**config.mk**
```make
export PLATFORM = sky130hd
export DESIGN_NAME = updown_sweep_ctrl
export DESIGN_NICKNAME = d
export VERILOG_FILES = /design/src/rtl/updown_sweep_ctrl.sv
export SDC_FILE = /design/constraint.sdc
export NUM_CORES = 1
export LEC_CHECK = 0
export BUFFER_PORTS_ARGS = -buffer_cell sky130_fd_sc_hd__clkbuf_2
export CAP_MARGIN = 10
export CORE_MARGIN = 1.5
export CORE_UTILIZATION = 35
export CTS_BUF_LIST = sky130_fd_sc_hd__clkbuf_8
export CTS_CLUSTER_DIAMETER = 200
export DETAILED_ROUTE_END_ITERATION = 8
export PLACE_DENSITY = 0.6
export SETUP_SLACK_MARGIN = 0.02
export SLEW_MARGIN = 20
export SYNTH_ARGS = -nofsm -noshare
export SYNTH_HDL_FRONTEND = slang
export SYNTH_SLANG_ARGS = --single-unit
export TNS_END_PERCENT = 1
```
**constraint.sdc**
```tcl
create_clock -name clk -period 1.8 [get_ports clk]
set_input_delay 0.18 -clock clk [delete_from_list [all_inputs] [get_ports clk]]
set_output_delay 0.18 -clock clk [all_outputs]
set_load 0.1 [all_outputs]
```
**src/rtl/updown_sweep_ctrl.sv**
```systemverilog
// Up/down counter sweep sequencer with start/busy/done handshake.
// Optional return leg back to the start value: define SWEEP_PINGPONG_EN.
module updown_sweep_ctrl #(
  parameter int WIDTH   = 3,
  parameter int DWELL_W = 4
) (
  input  logic               clk,
  input  logic               rst_n,
  input  logic               start,
  input  logic               abort,
  input  logic [WIDTH-1:0]   cfg_start,
  input  logic [WIDTH-1:0]   cfg_end,
  input  logic [DWELL_W-1:0] cfg_dwell,
  output logic [WIDTH-1:0]   count,
  output logic               up_down,
  output logic               step,
  output logic               busy,
  output logic               done
);

  typedef enum logic [1:0] {
    S_IDLE,
    S_RUN,
    S_DONE
  } state_t;

  state_t             state_q, state_d;
  logic [WIDTH-1:0]   count_q, count_d;
  logic               up_q, up_d;
  logic               step_q, step_d;
  logic               busy_q, busy_d;
  logic               done_q, done_d;
  logic [DWELL_W-1:0] dwell_cnt_q, dwell_cnt_d;
  logic [WIDTH-1:0]   end_q, end_d;
  logic [DWELL_W-1:0] dwell_q, dwell_d;
  logic [WIDTH-1:0]   target;
  logic               accept;

`ifdef SWEEP_PINGPONG_EN
  logic [WIDTH-1:0]   start_q, start_d;
  logic               leg_q, leg_d;

  assign target = leg_q ? start_q : end_q;
`else
  assign target = end_q;
`endif

  assign accept = start && !abort;

  always_comb begin
    state_d     = state_q;
    count_d     = count_q;
    up_d        = up_q;
    step_d      = 1'b0;
    busy_d      = busy_q;
    done_d      = 1'b0;
    dwell_cnt_d = dwell_cnt_q;
    end_d       = end_q;
    dwell_d     = dwell_q;
`ifdef SWEEP_PINGPONG_EN
    start_d     = start_q;
    leg_d       = leg_q;
`endif
    unique case (state_q)
      S_IDLE, S_DONE: begin
        state_d = S_IDLE;
        busy_d  = 1'b0;
        if (accept) begin
          state_d     = S_RUN;
          busy_d      = 1'b1;
          end_d       = cfg_end;
          dwell_d     = cfg_dwell;
          count_d     = cfg_start;
          up_d        = (cfg_end >= cfg_start);
          dwell_cnt_d = cfg_dwell;
`ifdef SWEEP_PINGPONG_EN
          start_d     = cfg_start;
          leg_d       = 1'b0;
`endif
        end
      end
      S_RUN: begin
        if (abort) begin
          state_d = S_IDLE;
          busy_d  = 1'b0;
        end else if (dwell_cnt_q != '0) begin
          dwell_cnt_d = dwell_cnt_q - DWELL_W'(1);
        end else if (count_q != target) begin
          count_d     = up_q ? count_q + WIDTH'(1)
                             : count_q - WIDTH'(1);
          step_d      = 1'b1;
          dwell_cnt_d = dwell_q;
`ifdef SWEEP_PINGPONG_EN
        end else if (!leg_q && (end_q != start_q)) begin
          // turn around at the target and take the first return step
          leg_d       = 1'b1;
          up_d        = !up_q;
          count_d     = up_q ? count_q - WIDTH'(1)
                             : count_q + WIDTH'(1);
          step_d      = 1'b1;
          dwell_cnt_d = dwell_q;
`endif
        end else begin
          state_d = S_DONE;
          busy_d  = 1'b0;
          done_d  = 1'b1;
        end
      end
      default: begin
        state_d = S_IDLE;
        busy_d  = 1'b0;
      end
    endcase
  end

  always_ff @(posedge clk or negedge rst_n) begin
    if (!rst_n) begin
      state_q     <= S_IDLE;
      count_q     <= '0;
      up_q        <= 1'b1;
      step_q      <= 1'b0;
      busy_q      <= 1'b0;
      done_q      <= 1'b0;
      dwell_cnt_q <= '0;
      end_q       <= '0;
      dwell_q     <= '0;
    end else begin
      state_q     <= state_d;
      count_q     <= count_d;
      up_q        <= up_d;
      step_q      <= step_d;
      busy_q      <= busy_d;
      done_q      <= done_d;
      dwell_cnt_q <= dwell_cnt_d;
      end_q       <= end_d;
      dwell_q     <= dwell_d;
    end
  end

`ifdef SWEEP_PINGPONG_EN
  always_ff @(posedge clk or negedge rst_n) begin
    if (!rst_n) begin
      start_q <= '0;
      leg_q   <= 1'b0;
    end else begin
      start_q <= start_d;
      leg_q   <= leg_d;
    end
  end
`endif

  assign count   = count_q;
  assign up_down = up_q;
  assign step    = step_q;
  assign busy    = busy_q;
  assign done    = done_q;

endmodule

```
; ---- Yosys cells after proc, flatten, opt, wreduce, memory -nomap -nowiden
; Cells that the tools add are included.
[word_totals]
inputBits = 14
wordCells = 62
regBits = 20
out_inout_bits = 7
[classes]
eq_ne = 10
addsub = 3
muxes = 29
magnitude_cmp = 1
n_reduce_logical = 10
[ops]
columns = operator, count
row1 = $mux W4, 4
row2 = $mux W3, 5
row3 = $mux W1, 13
row4 = $ne A3 B3 Y1 const B, 3
row5 = $ne A2 B2 Y1 const B, 4
row6 = $pmux W4 S2, 1
row7 = $mux W2, 3
row8 = $pmux W3 S2, 1
row9 = $reduce_and A5 Y1, 1
row10 = $pmux W2 S2, 1
row11 = $reduce_and A2 Y1, 2
row12 = $reduce_and A4 Y1, 1
row13 = $reduce_bool A4 Y1, 1
row14 = $sub A4 B1 Y4 const B, 1
row15 = $add A3 B1 Y3 const B, 1
row16 = $ge A3 B3 Y1, 1
row17 = $ne A3 B3 Y1, 1
row18 = $sub A3 B1 Y3 const B, 1
row19 = $eq A2 B1 Y1 const B, 1
row20 = $eq A2 B2 Y1 const B, 1
row21 = $logic_not A2 Y1, 1
row22 = $pmux W1 S2, 1
row23 = $reduce_bool A2 Y1, 1
row24 = $reduce_or A2 Y1, 1
row25 = other kinds (2), 2

; ---- Depth between registers and ports, before layout
; Gate-level depths: netlist of the first run.
[logic_depth]
depth_word = 6
mapped_depth = 6
ltp_nobuf = 6

; ---- Worst setup path before layout of the first run
; Ideal clock, no wire load.
[synth_path]
path_type = register to register
startpoint = register up_q (netlist: up_down)
endpoint = register count_q[2] (netlist: count[2])
setup_time_ns = 0.122
arrival_ns = 2.098
stages_incl_launch_ff = 6
path_buffers = 0
t_required_ns = 1.678
period_less_slack_ns = 2.220
slack_ns = -0.420
path_cell_list = dfstp_2 inv_1 fa_1 xor2_1 or3_1 a32o_1
[synth_via]
elab_chain_len = 5
[synth_lines]
columns = item, line_no
row1 = "start, declared", 29  ; logic up_q, up_d;
row2 = "start signal, assigned", 130  ; up_q <= up_d;
row3 = $mux W3, 89  ; count_d = up_q ? count_q + WIDTH'(1)
row4 = $mux W3, 88  ; end else if (count_q != target) begin
row5 = $mux W3, 86  ; end else if (dwell_cnt_q != '0) begin
row6 = $mux W3, 83  ; if (abort) begin
row7 = $pmux W3 S2, 64  ; unique case (state_q)
row8 = "end signal, assigned", 129  ; count_q <= count_d;
row9 = "end, declared", 28  ; logic [WIDTH-1:0] count_q, count_d;
; No other way between the ends. The select of a mux whose other input is x is not followed.
; A chain may end at the register's enable or synchronous reset.

; ---- Final worst setup path of the first run
; Ends and elaborated chain as after synthesis.

==> out/qor.csv, run 1 <==
stage,metric,value,unit
setup_path,worstSetupPathType,reg2reg,
clocking,cts_max_level,1,
place,placed_area,1433,µm²
flow_run,timing.max_cap.violations,0,
clocking,cts_buffers,3,
routing,dr.pass1.iters,4,
logic_synthesis,yosysSeqAreaShare,41.90,%
die,initial_core_util,36.17,%
logic_synthesis,netlist_area,1197,µm²
sta,worst_slack,14.68,ps
logic_synthesis,avgSynthCellArea,11.09,µm²
finish,stdcell_area,1521,µm²
clocking,clock_latency,260,ps
grt,grt_antenna_before_repair,0,
setup_path,rr_worst_depth,5,
power,ir_drop,0.6960,mV
finish,final_cells,190,
logic_synthesis,yosysWarningCount,0,
sta,setup_viol,0,
logic_synthesis,syn_nets,127,
setup_path,worstSetupStartpoint,up_down$_DFFE_PN1P_,
setup_path,cp-end-kind,flop,
grt,grt_start_max_net_pins,21,
sta,min_period_over_period,99.18,%
sta,fin_crit,1785,ps
sta,final-hold-violation-count,0,
logic_synthesis,synth-edff-count,0,
setup_path,cp_max_fo,2,
place,place_hpwl,1915,µm
setup_path,rr_startpoint,up_down$_DFFE_PN1P_,
sta,maxSlewHeadroom,64.11,%
grt,grt_overflow,0,
die,fp.coreArea,3311,µm²
place,dpl.cell_count,183,
setup_path,critical_path_arrival,1940,ps
die,fp.dieH,61.49,µm
finish,diodes,0,
routing,drt-total-wl,2494,µm
setup_path,cp-start-kind,flop,
logic_synthesis,async_flop_share,100.0,%
sta,skew,6.239,ps
die,dieArea,3781,µm²
clocking,clockRootBuffer,clkbuf_8,
die,io_pins,21,
routing,via_per_inst,4.916,
setup_path,reg2reg_slack,10,ps
clocking,clockBufferDepth,2,
setup_path,reg2reg_to,count[2]$_DFFE_PN0P_,
finish,area_growth,27.06,%
logic_synthesis,synthFlopType,dfrtp_1,
routing,drc,0,
sta,rsz0062_at_grt,true,
clocking,path_clk_slew,80,ps
sta,finalSetupTns,0,ps
power,powerDensity,1432,nW/µm²
grt,grt_pass1_vias,884,
clocking,cts_sinks,20,
routing,wl_per_cell,13.13,µm
grt,grt_pass1_wl,4174,µm
outcome,status,"finished, final reports clean",
setup_path,worstPathRequired,1960,ps
logic_synthesis,synthCells,108,
finish,fin_nets,164,
clocking,cts_tree,built,
sta,whs,165.7,ps
min_path,hp-class,in2reg,
sta,max_freq,560.1,MHz
die,die_x,61.49,µm
finish,fillCellCount,357,
sta,worst_pin_slew,540.7,ps
routing,ant_nets,0,
logic_synthesis,synth_top_area_share,39.71,%
finish,final_cell_mix,"20 x clkbuf_2, 16 x dfrtp_1, 13 x buf_4",
sta,slew_viol_final,0,
power,p_leak,0.7120,nW
grt,grtUsageTotal,15.53,%
place,post-place-ws,-37.08,ps
finish,drive_gt1_share,40.28,%
routing,drt-initial-drc-count,21,
finish,final_common_cell,clkbuf_2,
logic_synthesis,synth_area_leaders,"dfrtp_1 40%, mux2_2 5.6%, ha_1 4.2%",
finish,final_core_util,45.96,%
place,portBuffers,20,
die,rows,21,
power,total_power,2.179,mW
logic_synthesis,ys_types,45,
setup_path,endpoint,count[2]$_DFFE_PN0P_,
place,gp_routability_congestion,0.8004,
finish,regArea,509.2,µm²
logic_synthesis,ys_ff_latch,20,
routing,vias,934,
finish,multi_input_area,664.4,µm²
logic_synthesis,yosys.area.top_type,dfrtp_1,
## cell type report
type,count,area share (%)
tap,46,3.783
clock buffer,3,2.714
clock inverter,1,0.2467
multi-input combinational,76,43.67
sequential,20,33.47
inverter,10,2.467
timing repair buffer,34,13.65
## cells by family (layout without fill, tap and decap cells)
logic type | count (synthesis) | in the layout | synth area share, %
compound gates | 26 | 26 | 15.99
xor+xnor | 7 | 7 | 5.120
fa+ha+maj | 5 | 5 | 5.852
buf+inv | 12 | 48 | 4.389
flops | 20 | 20 | 41.90
mux | 11 | 11 | 10.24
simple gates | 27 | 27 | 16.51
## Yosys cell counts, types with 3 or more instances
master,instances
dfrtp_1,19
inv_1,10
mux2_2,6
a21oi_1,5
nand2_1,5
o21ai_0,5
ha_1,4
mux2_1,4
xor2_1,4
xnor2_1,3
## state kept, by name, indices dropped and copies added (netlist names)
signal / flops
dwell_cnt_q: 4
dwell_q: 4
count: 3
end_q: 3
state_q: 2
busy: 1
done: 1
step: 1
up_down: 1
## repair_timing
action                                  in CTS  in global routing
pin swaps                                    2                  2
hold endpoints to repair                    19                  0
gates cloned                                 0                  0
hold buffers                                 1                  0
setup buffers                                1                  1
gates resized for setup                      0                  5
endpoints found under the setup margin       6                  7
## worst min-delay path by stage
stage / startpoint / to / cells after the start / slack (ps)
3_5_place_dp: rst_n / dwell_q[3]$_DFFE_PN0P_ / 1 / 180
6_report: cfg_end[1] / end_q[1]$_DFFE_PN0P_ / 2 / 170
3_3_place_gp: rst_n / dwell_q[3]$_DFFE_PN0P_ / 1 / 170
4_1_cts: cfg_dwell[3] / dwell_q[3]$_DFFE_PN0P_ / 2 / 170
2_1_floorplan: rst_n / busy$_DFFE_PN0P_ / 0 / -120
5_1_grt: cfg_dwell[3] / dwell_q[3]$_DFFE_PN0P_ / 2 / 160
## worst max-delay path, cell delays in order (launching register included)
cell	delay (ps)
dfstp_4	620
inv_2	40
fa_2	330
xor2_1	160
or3_1	310
a32o_1	220
## report_power, final
part	switching, mW	total [mW]	leakage, nW	internal, mW
clock	0.151	0.303	0.0269	0.152
sequential	0.146	0.734	0.242	0.588
combinational	0.691	1.14	0.443	0.451
## metal layers
layer / up-vias / wire length, µm / track usage [%]
li1: 463 / - / -
met1: 445 / 1168 / 21.01
met2: 21 / 1179 / 23.76
met3: 5 / 79 / 2.521
met4: 0 / 67 / 8.207
met5: - / 0 / 0
Note: power is estimated with default switching activity, not from simulation.
==> run 2: changes to the inputs <==
--- a/config.mk
+++ b/config.mk
@@ -12,7 +12,9 @@
 export CTS_BUF_LIST = sky130_fd_sc_hd__clkbuf_8
 export CTS_CLUSTER_DIAMETER = 200
 export DETAILED_ROUTE_END_ITERATION = 8
+export MAX_ROUTING_LAYER = met4
 export PLACE_DENSITY = 0.6
+export RECOVER_POWER = 25
 export SETUP_SLACK_MARGIN = 0.02
 export SLEW_MARGIN = 20
 export SYNTH_ARGS = -nofsm -noshare
==> out/qor.csv, run 2 (synthesized netlist as in run 1, its figures left out) <==
stage,metric,value,unit,change
clocking,cts_buffers,3,,unchanged
routing,vias,934,,unchanged
die,fp.dieH,61.49,µm,unchanged
clocking,clockRootBuffer,clkbuf_8,,
finish,multi_input_area,664.4,µm²,unchanged
clocking,clockBufferDepth,2,,unchanged
setup_path,worstSetupPathType,reg2reg,,
setup_path,max_stage_delay,620,ps,about the same
place,place_hpwl,1915,µm,unchanged
finish,drive_gt1_share,39.58,%,-0.69 points
setup_path,critPathSlowestCell,dfstp_4,,
die,die_x,61.49,µm,unchanged
setup_path,rr_startpoint,up_down$_DFFE_PN1P_,,
grt,grt_pass1_vias,885,,+0.11%
finish,stdcell_area,1520,µm²,about the same
sta,worst_pin_slew,1069,ps,+528.0 ps
setup_path,reg2reg_slack,10,ps,about the same
sta,rsz0062_at_grt,true,,
sta,fin_crit,1785,ps,+0.04800 ps
die,initial_core_util,36.17,%,unchanged
place,post-place-ws,-37.08,ps,unchanged
clocking,cts_sinks,20,,unchanged
grt,grt_start_max_net_pins,21,,unchanged
setup_path,cp_max_fo,2,,unchanged
place,placed_area,1433,µm²,unchanged
routing,dr.pass1.iters,4,,unchanged
sta,worst_slack,14.63,ps,-0.04800 ps
place,portBuffers,20,,unchanged
setup_path,worstPathRequired,1960,ps,about the same
clocking,cts_tree,built,,
grt,grt_pass1_wl,4167,µm,-0.17%
finish,area_growth,26.96,%,about the same
finish,fin_nets,164,,unchanged
outcome,status,"finished, final reports clean",,
power,p_int,1.191,mW,about the same
power,powerDensity,1433,nW/µm²,about the same
die,fp.coreArea,3311,µm²,unchanged
setup_path,crit_buf_inv,1,,unchanged
grt,grt_util_met2,23.76,%,unchanged
power,p_seq_share,33.7,%,about the same
grt,use_met1,21.01,%,unchanged
finish,final_common_cell,clkbuf_2,,
grt,grtUsageMet3,2.521,%,unchanged
grt,grt_antenna_before_repair,0,,unchanged
power,ir_drop,0.6959,mV,about the same
power,total_power,2.178,mW,about the same
power,p_sw_share,45.32,%,about the same
routing,drc,0,,unchanged
place,dpl.cell_count,183,,unchanged
power,comb_power_share,52.4,%,about the same
place,gp_routability_congestion,0.8118,,+1.4%
clocking,cts_max_level,1,,unchanged
sta,skew,6.229,ps,-0.009110 ps
finish,final_cell_mix,"19 x clkbuf_2, 16 x dfrtp_1, 13 x buf_4",,
power,p_leak,0.7090,nW,-0.42%
setup_path,crit_chain,inv_2 > fa_2 > xor2_1 > or3_1 > a32o_1,,
setup_path,critPathTopFamily,flip-flops,,
sta,max_freq,560.1,MHz,about the same
sta,min_period_over_period,99.19,%,about the same
power,power_frac_clock,13.9,%,about the same
finish,diodes,0,,unchanged
routing,ant_nets,0,,unchanged
setup_path,cp-end-kind,flop,,
grt,top_usage_layer,met2,,
finish,regArea,509.2,µm²,unchanged
routing,via_per_inst,4.916,,unchanged
die,io_pins,21,,unchanged
sta,setup_viol,0,,unchanged
routing,drt-initial-drc-count,34,,+62%
flow_run,timing.max_cap.violations,0,,unchanged
finish,final_cells,190,,unchanged
power,switchingPower,0.9870,mW,about the same
die,dieArea,3781,µm²,unchanged
routing,drt-total-wl,2500,µm,+0.24%
clocking,path_clk_slew,80,ps,about the same
grt,grtUsageTotal,16.02,%,+0.49 points
min_path,hp-start,cfg_end[1],,
setup_path,cp-start-kind,flop,,
setup_path,worstSetupStartpoint,up_down$_DFFE_PN1P_,,
die,rows,21,,unchanged
finish,fillCellCount,355,,-0.56%
sta,whs,166.6,ps,+0.8760 ps
min_path,hp-class,in2reg,,
grt,grt_overflow,0,,unchanged
finish,top_regs,"dwell_cnt_q (4), dwell_q (4)",,
sta,slew_viol_final,0,,unchanged
sta,maxSlewHeadroom,28.75,%,-35 points
routing,wl_per_cell,13.16,µm,+0.24%
sta,final-hold-violation-count,0,,unchanged
setup_path,critical_path_arrival,1940,ps,about the same
clocking,clock_latency,260,ps,about the same
## run 2: cell counts in the layout (fill, tap and decap cells not counted)
No cell type changed its count.
## run 2: per-stage QoR
| stage | setup TNS [ps] | util, % |
|---|---|---|
| finish | 0 | 45.92 |
| global route | -160.9 | 45.92 |
| CTS | 0 | 45.16 |
| detailed placement | -37.08 | 43.27 |
| global placement | -13.81 | 43.27 |
| floorplan | -534.2 | - |
## run 2: area by class of cell
| cell class | instances | share of cell area [%] |
|---|---|---|
| clock buffers | 3 | 2.716 |
| clock inverters | 1 | 0.2469 |
| inverters | 10 | 2.469 |
| multi-input cells | 76 | 43.70 |
| flip-flops and latches | 20 | 33.50 |
| well taps | 46 | 3.786 |
| repair buffers | 34 | 13.58 |
## run 2: per-layer routing
metal,vias up,share of wire (%)
li1,463,-
met1,445,47
met2,21,47
met3,5,3.4
met4,0,2.6
met5,-,0
## run 2: path summary, 6_finish.rpt
check                                         endpoint  depth (start not counted)
worst min register to register  dwell_q[1]$_DFFE_PN0P_                          1
min in group asynchronous       state_q[1]$_DFFE_PN0P_                          2
worst max register to register    count[2]$_DFFE_PN0P_                          5
worst max-delay path              count[2]$_DFFE_PN0P_                          5
worst min-delay path              end_q[1]$_DFFE_PN0P_                          2
max in group asynchronous         count[0]$_DFFE_PN0P_                          2
## run 2: timing repair
| item | 4_1_cts | 5_1_grt |
|---|---|---|
| setup endpoints to repair | 6 | 7 |
| buffers inserted | 1 | 1 |
| cloned | 0 | 0 |
| endpoints found under the hold margin | 19 | 0 |
| gates resized for setup | 0 | 5 |
| pin swaps | 2 | 2 |
| hold buffers | 1 | 0 |
## run 2: worst register-to-register path, delay by kind of cell, from the launching register on
kind,cells,cell delay [ps]
AO/OA/AOI/OAI,1,220
adder cells (fa/ha/maj),1,330
flip-flops,1,620
XOR/XNOR,1,160
AND/OR/NAND/NOR,1,310
buffers and inverters,1,40
## run 2: power groups by stage
stage / combinational, mW / clock (mW) / sequential (mW)
2_1_floorplan: 0.499 / 0 / 1.03
3_3_place_gp: 1.07 / 0 / 0.737
3_5_place_dp: 1.08 / 0 / 0.741
4_1_cts: 1.10 / 0.312 / 0.734
5_1_grt: 1.25 / 0.330 / 0.760
6_report: 1.14 / 0.302 / 0.734
==> run 3: changes to the inputs <==
--- a/config.mk
+++ b/config.mk
@@ -7,7 +7,6 @@
 export LEC_CHECK = 0
 export BUFFER_PORTS_ARGS = -buffer_cell sky130_fd_sc_hd__clkbuf_2
 export CAP_MARGIN = 10
-export CORE_MARGIN = 1.5
 export CORE_UTILIZATION = 35
 export CTS_BUF_LIST = sky130_fd_sc_hd__clkbuf_8
 export CTS_CLUSTER_DIAMETER = 200
==> out/qor.csv, run 3 (synthesized netlist as in run 1, its figures left out) <==
stage,metric,value,unit,change
place,gp_routability_congestion,0.8104,,-0.17%
sta,finalSetupTns,-12.60,ps,-12.60 ps
setup_path,worstSetupPathType,reg2reg,,
grt,grt_pass1_wl,4402,µm,+5.6%
flow_run,timing.max_cap.violations,0,,unchanged
sta,setup_viol,1,,+1
power,p_seq_share,33.2,%,-0.5 points
clocking,cts_buffers,3,,unchanged
clocking,cts_max_level,1,,unchanged
setup_path,critical_path_arrival,1970,ps,+30 ps
clocking,clock_latency,260,ps,about the same
finish,stdcell_area,1520,µm²,unchanged
clocking,path_clk_slew,80,ps,about the same
power,ir_drop,0.8021,mV,+15%
setup_path,cp-start-kind,flop,,
power,comb_power_share,50.8,%,-1.6 points
die,io_pins,21,,unchanged
clocking,clockRootBuffer,clkbuf_8,,
clocking,clockBufferDepth,2,,unchanged
setup_path,cp-end-kind,flop,,
routing,drt-initial-drc-count,17,,-50%
sta,slew_viol_final,0,,unchanged
sta,worst_slack,-12.60,ps,-27.23 ps
setup_path,worstPathRequired,1960,ps,about the same
grt,grt_overflow,0,,unchanged
die,die_x,60.49,µm,-1.6%
die,fp.dieH,60.49,µm,-1.6%
grt,grt_antenna_before_repair,0,,unchanged
power,p_int,1.237,mW,+3.9%
setup_path,max_stage_delay,620,ps,about the same
place,placed_area,1430,µm²,-0.17%
die,dieArea,3659,µm²,-3.2%
place,portBuffers,20,,unchanged
sta,fin_crit,1813,ps,+27.23 ps
finish,drive_gt1_share,40.00,%,+0.42 points
grt,grt_start_max_net_pins,21,,unchanged
finish,diodes,0,,unchanged
routing,via_per_inst,4.937,,+0.42%
setup_path,critPathTopFamily,flip-flops,,
setup_path,rr_startpoint,up_down$_DFFE_PN1P_,,
power,powerDensity,1466,nW/µm²,+2.3%
place,post-place-ws,-37.48,ps,-0.4040 ps
sta,skew,5.656,ps,-0.5739 ps
finish,area_growth,26.96,%,unchanged
die,initial_core_util,37.98,%,+1.8 points
clocking,cts_tree,built,,
finish,final_cells,189,,-0.53%
routing,wl_per_cell,13.32,µm,+1.2%
routing,dr.pass1.iters,4,,unchanged
sta,rsz0062_at_grt,true,,
finish,final_cell_mix,"19 x clkbuf_2, 16 x dfrtp_1, 14 x buf_4",,
routing,drt-total-wl,2517,µm,+0.68%
routing,vias,933,,-0.11%
sta,final-hold-violation-count,0,,unchanged
routing,ant_nets,0,,unchanged
finish,final_common_cell,clkbuf_2,,
setup_path,crit_chain,inv_2 > fa_2 > xor2_1 > or3_1 > a32o_1,,
setup_path,crit_buf_inv,1,,unchanged
setup_path,cp_max_fo,2,,unchanged
routing,drc,0,,unchanged
grt,grt_pass1_vias,940,,+6.2%
die,fp.coreArea,3153,µm²,-4.8%
place,place_hpwl,1877,µm,-2.0%
place,dpl.cell_count,181,,-1.1%
outcome,status,finished with violations,,
power,p_sw_share,44.48,%,-0.84 points
power,p_leak,0.7093,nW,about the same
sta,min_period_over_period,100.7,%,+1.5 points
setup_path,critPathSlowestCell,dfstp_4,,
power,switchingPower,0.9910,mW,+0.40%
clocking,cts_sinks,20,,unchanged
min_path,hp-class,in2reg,,
finish,top_regs,"dwell_cnt_q (4), dwell_q (4)",,
sta,maxSlewHeadroom,26.10,%,-2.6 points
power,power_frac_clock,16.0,%,+2.1 points
sta,max_freq,551.7,MHz,-1.5%
setup_path,worstSetupStartpoint,up_down$_DFFE_PN1P_,,
sta,worst_pin_slew,1108,ps,+39.73 ps
outcome,violations,setup timing,,
min_path,hp-start,cfg_end[0],,
grt,grtUsageTotal,17.11,%,+1.1 points
finish,fin_nets,165,,+0.61%
die,rows,20,,-4.8%
[run 3: area by class of cell]
cell class,instances,area (µm²)
inverters,10,37.54
repair buffers,35,214.0
flip-flops and latches,20,509.2
multi-input cells,76,649.4
well taps,44,55.05
fillers,304,1633
clock buffers,4,55.05
[run 3: worst paths after layout]
kind                                          endpoint  slack (ps)  cells after the start
worst max-delay path              count[2]$_DFFE_PN0P_         -10                      5
worst min-delay path              end_q[0]$_DFFE_PN0P_         160                      2
worst max register to register    count[2]$_DFFE_PN0P_         -10                      5
worst min register to register  dwell_q[0]$_DFFE_PN0P_         490                      1
max in group asynchronous         count[2]$_DFFE_PN0P_         400                      2
min in group asynchronous         end_q[0]$_DFFE_PN0P_         660                      2
[run 3: power by group through the flow]
stage	Combinational (mW)	Clock, mW	Sequential (mW)
floorplan	0.499	0	1.03
global placement	1.07	0	0.737
detailed placement	1.07	0	0.746
CTS	1.09	0.360	0.738
global route	1.23	0.380	0.761
finish	1.13	0.356	0.739
[run 3: through the flow]
stage               hold WS, ps  util, %  power [mW]
finish                    159.7    48.21       2.228
global route              165.7    48.21       2.373
floorplan                -115.6        -       1.530
detailed placement        180.6    45.36       1.821
CTS                       162.2    47.46       2.183
global placement          174.8    45.36       1.806
[run 3: per-layer routing]
metal | GRT usage [%] | part of all wire, %
met3 | 2.559 | 2.5
met5 | - | 0
met4 | 7.792 | 2.2
met2 | 25.43 | 44
met1 | 22.99 | 52
[run 3: repair_timing]
item	4_1_cts	5_1_grt
setup buffers	0	3
endpoints found under the hold margin	19	0
pin swaps	4	1
endpoints found under the setup margin	6	6
hold buffers	1	0
gates resized for setup	1	2
cloned	0	0
